$ cat src/rtl/teclado_pkg.sv
// rtl/teclado_pkg.sv - key indices, scan classes and command states for the keypad controller
package teclado_pkg;

  // 4x4 layout: 1 2 3 A / 4 5 6 B / 7 8 9 C / * 0 # D, index = r*4+c
  localparam logic [3:0] K_1    = 4'd0;
  localparam logic [3:0] K_2    = 4'd1;
  localparam logic [3:0] K_3    = 4'd2;
  localparam logic [3:0] K_A    = 4'd3;
  localparam logic [3:0] K_4    = 4'd4;
  localparam logic [3:0] K_5    = 4'd5;
  localparam logic [3:0] K_6    = 4'd6;
  localparam logic [3:0] K_B    = 4'd7;
  localparam logic [3:0] K_7    = 4'd8;
  localparam logic [3:0] K_8    = 4'd9;
  localparam logic [3:0] K_9    = 4'd10;
  localparam logic [3:0] K_C    = 4'd11;
  localparam logic [3:0] K_STAR = 4'd12;
  localparam logic [3:0] K_0    = 4'd13;
  localparam logic [3:0] K_HASH = 4'd14;
  localparam logic [3:0] K_D    = 4'd15;

  typedef enum logic [1:0] {CLS_NONE, CLS_SINGLE, CLS_MULTI} scan_class_e;
  typedef enum logic [1:0] {ST_IDLE, ST_DIG1, ST_DIG2} cmd_state_e;

  function automatic logic key_is_digit(input logic [3:0] k);
    return (k != K_A) && (k != K_B) && (k != K_C) && (k != K_D) &&
           (k != K_STAR) && (k != K_HASH);
  endfunction

  function automatic logic [3:0] key_digit(input logic [3:0] k);
    case (k)
      K_1:     return 4'd1;
      K_2:     return 4'd2;
      K_3:     return 4'd3;
      K_4:     return 4'd4;
      K_5:     return 4'd5;
      K_6:     return 4'd6;
      K_7:     return 4'd7;
      K_8:     return 4'd8;
      K_9:     return 4'd9;
      default: return 4'd0;
    endcase
  endfunction

endpackage

$ cat src/rtl/teclado_scan.sv
// rtl/teclado_scan.sv - row scanner, column synchronizer, scan classifier and debounce
module teclado_scan
  import teclado_pkg::*;
#(
  parameter int CLK_HZ    = 100_000_000,
  parameter int ROW_HZ    = 1000,
  parameter int ROWS      = 4,
  parameter int COLS      = 4,
  parameter int DEB_SCANS = 4,
  localparam int KW = (ROWS * COLS > 1) ? $clog2(ROWS * COLS) : 1
) (
  input  logic            clk,
  input  logic            rst_n,
  input  logic [COLS-1:0] columna,
  output logic [ROWS-1:0] fila,
  output logic [KW-1:0]   key_code,
  output logic            key_valid
);

  localparam int SCAN_DIV = (CLK_HZ / ROW_HZ < 4) ? 4 : CLK_HZ / ROW_HZ;
  localparam int NK  = ROWS * COLS;
  localparam int RW  = (ROWS > 1) ? $clog2(ROWS) : 1;
  localparam int DW  = $clog2(SCAN_DIV);
  localparam int DEB = (DEB_SCANS < 1) ? 1 : DEB_SCANS;
  localparam int CW  = $clog2(DEB + 1);
  localparam logic [RW-1:0] ROW_LAST   = RW'(ROWS - 1);
  localparam logic [DW-1:0] DWELL_LAST = DW'(SCAN_DIV - 1);
  localparam logic [CW-1:0] DEB_N      = CW'(DEB);

  logic [RW-1:0]   row_q, row_d;
  logic [DW-1:0]   dwell_q, dwell_d;
  logic [COLS-1:0] sync1_q, sync2_q;
  logic [NK-1:0]   snap_q, snap_d, snap_full;
  scan_class_e     cand_cls_q, cand_cls_d, stab_cls_q, stab_cls_d, scan_cls;
  logic [KW-1:0]   cand_key_q, cand_key_d, hit_key;
  logic [CW-1:0]   rep_q, rep_d;
  logic [KW-1:0]   key_code_q, key_code_d;
  logic            key_valid_q, key_valid_d;
  logic [1:0]      n_set;
  logic            same;

  always_ff @(posedge clk or negedge rst_n) begin
    if (!rst_n) begin
      row_q       <= '0;
      dwell_q     <= '0;
      sync1_q     <= '1;
      sync2_q     <= '1;
      snap_q      <= '0;
      cand_cls_q  <= CLS_NONE;
      cand_key_q  <= '0;
      stab_cls_q  <= CLS_NONE;
      rep_q       <= '0;
      key_code_q  <= '0;
      key_valid_q <= 1'b0;
    end else begin
      row_q       <= row_d;
      dwell_q     <= dwell_d;
      sync1_q     <= columna;
      sync2_q     <= sync1_q;
      snap_q      <= snap_d;
      cand_cls_q  <= cand_cls_d;
      cand_key_q  <= cand_key_d;
      stab_cls_q  <= stab_cls_d;
      rep_q       <= rep_d;
      key_code_q  <= key_code_d;
      key_valid_q <= key_valid_d;
    end
  end

  // Classify the snapshot as it will look once the current row is merged in.
  always_comb begin
    snap_full = snap_q;
    snap_full[row_q*COLS +: COLS] = ~sync2_q;
    n_set   = 2'd0;
    hit_key = '0;
    for (int i = 0; i < NK; i++) begin
      if (snap_full[i]) begin
        if (n_set != 2'd2) n_set = n_set + 2'd1;
        hit_key = KW'(i);
      end
    end
    case (n_set)
      2'd0:    scan_cls = CLS_NONE;
      2'd1:    scan_cls = CLS_SINGLE;
      default: scan_cls = CLS_MULTI;
    endcase
  end

  always_comb begin
    row_d       = row_q;
    dwell_d     = dwell_q + DW'(1);
    snap_d      = snap_q;
    cand_cls_d  = cand_cls_q;
    cand_key_d  = cand_key_q;
    stab_cls_d  = stab_cls_q;
    rep_d       = rep_q;
    key_code_d  = key_code_q;
    key_valid_d = 1'b0;
    same        = 1'b0;
    if (dwell_q == DWELL_LAST) begin
      dwell_d = '0;
      snap_d  = snap_full;
      row_d   = (row_q == ROW_LAST) ? '0 : row_q + RW'(1);
      if (row_q == ROW_LAST) begin
        same = (scan_cls == cand_cls_q) &&
               ((scan_cls != CLS_SINGLE) || (hit_key == cand_key_q));
        rep_d      = !same ? CW'(1) : ((rep_q == DEB_N) ? rep_q : rep_q + CW'(1));
        cand_cls_d = scan_cls;
        cand_key_d = hit_key;
        // Only a debounced NONE->SINGLE edge is an event; a release must come first.
        if ((rep_d == DEB_N) && (scan_cls != stab_cls_q)) begin
          stab_cls_d = scan_cls;
          if ((stab_cls_q == CLS_NONE) && (scan_cls == CLS_SINGLE)) begin
            key_valid_d = 1'b1;
            key_code_d  = hit_key;
          end
        end
      end
    end
  end

  assign fila      = ~(ROWS'(1) << row_q);
  assign key_code  = key_code_q;
  assign key_valid = key_valid_q;

endmodule

$ cat src/rtl/teclado_ctrl.sv
// rtl/teclado_ctrl.sv - keypad controller top: scanner plus speed/turn command FSM
module teclado_ctrl
  import teclado_pkg::*;
#(
  parameter int CLK_HZ    = 100_000_000,
  parameter int ROW_HZ    = 1000,
  parameter int ROWS      = 4,
  parameter int COLS      = 4,
  parameter int DEB_SCANS = 4,
  parameter int SPEED_W   = 4,
  localparam int KW = (ROWS * COLS > 1) ? $clog2(ROWS * COLS) : 1
) (
  input  logic               clk100,
  input  logic               rst_n,
  input  logic [COLS-1:0]    columna,
  output logic [ROWS-1:0]    fila,
  output logic [KW-1:0]      key_code,
  output logic               key_valid,
  output logic [SPEED_W-1:0] speed,
  output logic               turn,
  output logic               is_done,
  output logic               err
);

  localparam int SPEED_MAX = (1 << SPEED_W) - 1;

  cmd_state_e         state_q, state_d;
  logic [6:0]         acc_q, acc_d;
  logic [SPEED_W-1:0] speed_q, speed_d;
  logic               turn_q, turn_d, done_q, done_d, err_q, err_d;
  logic [31:0]        key_ext;
  logic [3:0]         key4;
  logic               key_ev;

  teclado_scan #(
    .CLK_HZ(CLK_HZ), .ROW_HZ(ROW_HZ), .ROWS(ROWS), .COLS(COLS), .DEB_SCANS(DEB_SCANS)
  ) u_scan (
    .clk(clk100), .rst_n(rst_n), .columna(columna), .fila(fila),
    .key_code(key_code), .key_valid(key_valid)
  );

  // Codes beyond the 4x4 layout are reported but carry no command.
  assign key_ext = 32'(key_code);
  assign key4    = key_ext[3:0];
  assign key_ev  = key_valid && (key_ext < 32'd16);

  always_ff @(posedge clk100 or negedge rst_n) begin
    if (!rst_n) begin
      state_q <= ST_IDLE;
      acc_q   <= '0;
      speed_q <= '0;
      turn_q  <= 1'b0;
      done_q  <= 1'b0;
      err_q   <= 1'b0;
    end else begin
      state_q <= state_d;
      acc_q   <= acc_d;
      speed_q <= speed_d;
      turn_q  <= turn_d;
      done_q  <= done_d;
      err_q   <= err_d;
    end
  end

  always_comb begin
    state_d = state_q;
    if (key_ev) begin
      if (key_is_digit(key4))
        state_d = (state_q == ST_IDLE) ? ST_DIG1 : ST_DIG2;
      else if ((key4 == K_HASH) || (key4 == K_STAR) || (key4 == K_C))
        state_d = ST_IDLE;
    end
  end

  always_comb begin
    acc_d   = acc_q;
    speed_d = speed_q;
    turn_d  = turn_q;
    done_d  = 1'b0;
    err_d   = 1'b0;
    if (key_ev) begin
      if (key_is_digit(key4)) begin
        case (state_q)
          ST_IDLE: acc_d = 7'(key_digit(key4));
          ST_DIG1: acc_d = acc_q * 7'd10 + 7'(key_digit(key4));
          default: err_d = 1'b1;
        endcase
      end else begin
        case (key4)
          K_HASH: begin
            if (state_q == ST_IDLE) begin
              err_d = 1'b1;
            end else begin
              speed_d = (32'(acc_q) > SPEED_MAX) ? SPEED_W'(SPEED_MAX) : SPEED_W'(acc_q);
              done_d  = 1'b1;
              acc_d   = '0;
            end
          end
          K_STAR: acc_d = '0;
          K_A:    turn_d = 1'b0;
          K_B:    turn_d = 1'b1;
          K_C: begin
            speed_d = '0;
            done_d  = 1'b1;
            acc_d   = '0;
          end
          K_D:     err_d = 1'b1;
          default: ;
        endcase
      end
    end
  end

  assign speed   = speed_q;
  assign turn    = turn_q;
  assign is_done = done_q;
  assign err     = err_q;

endmodule

$ cat config.mk
export PLATFORM = sky130hd
export DESIGN_NAME = teclado_ctrl
export DESIGN_NICKNAME = d
export VERILOG_FILES = /design/src/rtl/teclado_pkg.sv /design/src/rtl/teclado_scan.sv /design/src/rtl/teclado_ctrl.sv
export SDC_FILE = /design/constraint.sdc
export NUM_CORES = 1
export LEC_CHECK = 0
export ABC_AREA = 1
export ABC_CLOCK_PERIOD_IN_PS = 5400
export BUFFER_PORTS_ARGS = -buffer_cell sky130_fd_sc_hd__buf_2
export CAP_MARGIN = 20
export CORE_ASPECT_RATIO = 2
export CORE_UTILIZATION = 55
export CTS_CLUSTER_DIAMETER = 150
export DETAILED_ROUTE_END_ITERATION = 10
export PLACE_DENSITY_LB_ADDON = 0.3
export REMOVE_ABC_BUFFERS = 1
export SLEW_MARGIN = 10
export SYNTH_ARGS = -nofsm -noshare
export SYNTH_HDL_FRONTEND = slang
export SYNTH_SLANG_ARGS = --single-unit
$ cat constraint.sdc
create_clock -name clk100 -period 5.4 [get_ports clk100]
set_input_delay 0.54 -clock clk100 [delete_from_list [all_inputs] [get_ports clk100]]
set_output_delay 0.54 -clock clk100 [all_outputs]
set_load 0.005 [all_outputs]
==> out/results.ini <==
[run_status]
status=complete, but fails checks
violations=setup timing

[synth]
synth_edf_count=0
ys_async_sr_fraction_pct=100
syn_area_mm2=0.00558
synth-adder-area-share_pct=6.33
synth_top_family_by_area=simple AND/OR/NAND/NOR gates
syn_inst=823
synth_mux_area_share_pct=0
synth_area_per_cell_um2=6.78
yosysSeqAreaShare_pct=33.8
synth_xor_xnor_area_share_pct=2.98
synth_cell_types=41
ys.warnings.count=0
synth_compound_area_share_pct=12.0
synth-simple-area-share_pct=33.4
ys_seq_elements=75
synth-main-ff-cell=dfrtp_1

[finish]
final_cell_mix=157 x nand2_1, 142 x inv_1, 75 x nor2_1
area_growth_pct=27.9
fillers=708
utilization_pct=73.1
finalNetCount=937
final_common_cell=nand2_1
diodes=0
drive_above_1_share_pct=30.3

[clock_network]
cts_sinks=75
hold_buffers=0
clk_latency_ns=0.34
numCtsBuffers=9
htree_levels=3
cts_tree=yes
cts.path.max_buffers=2
clkTransAtPathRegs_ns=0.06
cts_root_buf=clkbuf_16

[grt]
grt.total_usage_pct=29.3
first_global_vias=5612
overflow=0
antenna_found_initial=0
grt_max_degree=76
grt_first_pass_wirelength_um=23800

[power_and_ir_drop]
power_density_mw_per_mm2=207
power.leakage_nw=3.70
vdd_drop_max_mv=0.157

[drt]
wire_per_inst_um=14.3
drtIter0Drc=272
vias_per_cell=5.41
ant_nets=0
drc=0
vias=5633
drt-total-wl_um=14900
drt-pass1-iter-count=5

[placement]
gp_congestion=0.889
io_buffers=21
place_ws_ns=-0.798
dp_hpwl_um=10400

[floorplan]
start_util_pct=57.1
std_cell_rows=51
pin_count=22
die_area_mm2=0.0106
die_x_um=73.2
core_area_mm2=0.00976
die_h_um=144

[hold_path]
hp-class=in -> reg

[setup_path]
path_class=reg -> reg
crit_required_ns=5.63
critPathSlowestCell=dfrtp_1
worstSetupStartpoint=u_scan.row_q[1]
critPathLaunchType=flop
worst_setup_path_end_kind=flop
rr_startpoint=u_scan.row_q[1]
crit_end=u_scan.key_code[0]
cp_data_arrival_time_ns=6.45
rrSetupSlack_ns=-0.82
reg2reg_to=u_scan.key_code[0]
cp_max_fo=6
crit_top_cell=nand2_1
crit_path_max_incr_delay_ns=0.40
reg2reg_depth=51

[timing]
fmax_mhz=161
fin_setup_tns_ns=-8.29
worst_slack_ns=-0.818
max_slew_margin_pct=38.0
rsz0062_at_grt=yes
setup_violations=12
drv_slew=0
period_share_pct=115
whs_ns=0.291
finClkSkew_ns=0.00777
fin_crit_ns=6.22
tightest_slew_ns=0.930
hold_violations=0

[flow_run]
drv_cap=0

[worst min-delay path by stage]
stage,from,to,slack [ns],depth (start not counted)
after floorplan,rst_n,acc_q[0],0.24,0
after global placement,u_scan.sync1_q[0],u_scan.sync2_q[0],0.35,0
after detailed placement,u_scan.sync1_q[0],u_scan.sync2_q[0],0.35,0
after CTS,columna[1],u_scan.sync1_q[1],0.28,1
after global routing,columna[0],u_scan.sync1_q[0],0.28,1
final,columna[1],u_scan.sync1_q[1],0.29,1
[report_power, final]
| group | leakage [nW] | internal, mW | switching [mW] |
|---|---|---|---|
| Combinational | 2.53 | 0.0893 | 0.158 |
| Clock | 0.163 | 0.412 | 0.251 |
| Sequential | 1.01 | 0.567 | 0.00186 |
[synthesized netlist by cell type, types with 5 or more instances]
cell | number | area [um^2]
o21ai_1 | 6 | 30.0
a21oi_1 | 18 | 90.1
dfstp_2 | 8 | 210
ha_1 | 25 | 313
nor3_1 | 10 | 50.1
o22ai_1 | 11 | 68.8
nand2_2 | 22 | 138
inv_1 | 154 | 578
o211ai_1 | 5 | 37.5
nand2_1 | 211 | 792
xor2_1 | 9 | 78.8
nand4_1 | 16 | 100
nor2_2 | 7 | 43.8
o21ai_0 | 54 | 270
dfrtp_1 | 67 | 1680
inv_2 | 10 | 37.5
nand3_1 | 44 | 220
nand3_2 | 5 | 50.1
nor2_1 | 88 | 330
xnor2_1 | 10 | 87.6
[worst max-delay path, delay by kind of cell, from the launching register on]
family | cells | cell delay (ns)
and+or+nand+nor | 39 | 4.02
buffers and inverters | 4 | 0.30
AOI/OAI and AO/OA | 4 | 0.48
adders and majority gates | 3 | 0.72
DFF | 1 | 0.40
xor gates and xnor gates | 1 | 0.17
[registers in the layout, indices dropped and copies added (netlist names)]
register	count
u_scan.cand_cls_q	2
u_scan.key_code	4
u_scan.sync2_q	4
u_scan.cand_key_q	4
state_q	2
u_scan.stab_cls_q	2
err	1
u_scan.sync1_q	4
turn	1
u_scan.snap_q	16
u_scan.row_q	2
speed	4
u_scan.rep_q	3
u_scan.dwell_q	17
acc_q	7
is_done	1
u_scan.key_valid	1
[repair_timing]
action,CTS,global route
endpoints found under the setup margin,12,12
resized for setup,59,97
setup buffers,7,6
hold endpoints to repair,0,0
pin swaps,39,38
[final cells by class]
type | count | area (um^2) | area share (%)
Timing Repair Buffer | 76 | 532 | 7.45
Inverter | 164 | 621 | 8.70
Tap cell | 132 | 165 | 2.31
Clock inverter | 7 | 106 | 1.49
Clock buffer | 9 | 225 | 3.16
Multi-Input combinational cell | 578 | 3600 | 50.5
Sequential cell | 75 | 1890 | 26.4
[logic make-up after synthesis]
family                   count (synthesis)
AND/OR/NAND/NOR                        418
buffers and inverters                  170
AO/OA/AOI/OAI                          114
flip-flops                              75
adder cells (fa/ha/maj)                 27
XOR/XNOR                                19
[layer usage]
layer | global-route usage [%] | part of all wire, % | routed length [um] | vias to the layer above
met5 | 0 | 0 | 0 | -
li1 | - | - | - | 2757
met1 | 26.7 | 33 | 4930 | 2672
met2 | 57.6 | 59 | 8830 | 139
met3 | 4.74 | 2.2 | 334 | 65
met4 | 17.2 | 5.1 | 764 | 0
[per-stage QoR]
| stage | instances | instance area, um^2 | total power [mW] |
|---|---|---|---|
| after global routing | 1041 | 7140 | 1.54 |
| after detailed placement | 1012 | 6140 | 0.754 |
| after floorplan | 817 | 5550 | 0.702 |
| final | 1041 | 7140 | 1.48 |
| after global placement | 1012 | 6140 | 0.748 |
| after CTS | 1035 | 6700 | 1.44 |
No activity file was read; power rests on OpenSTA's default activity.
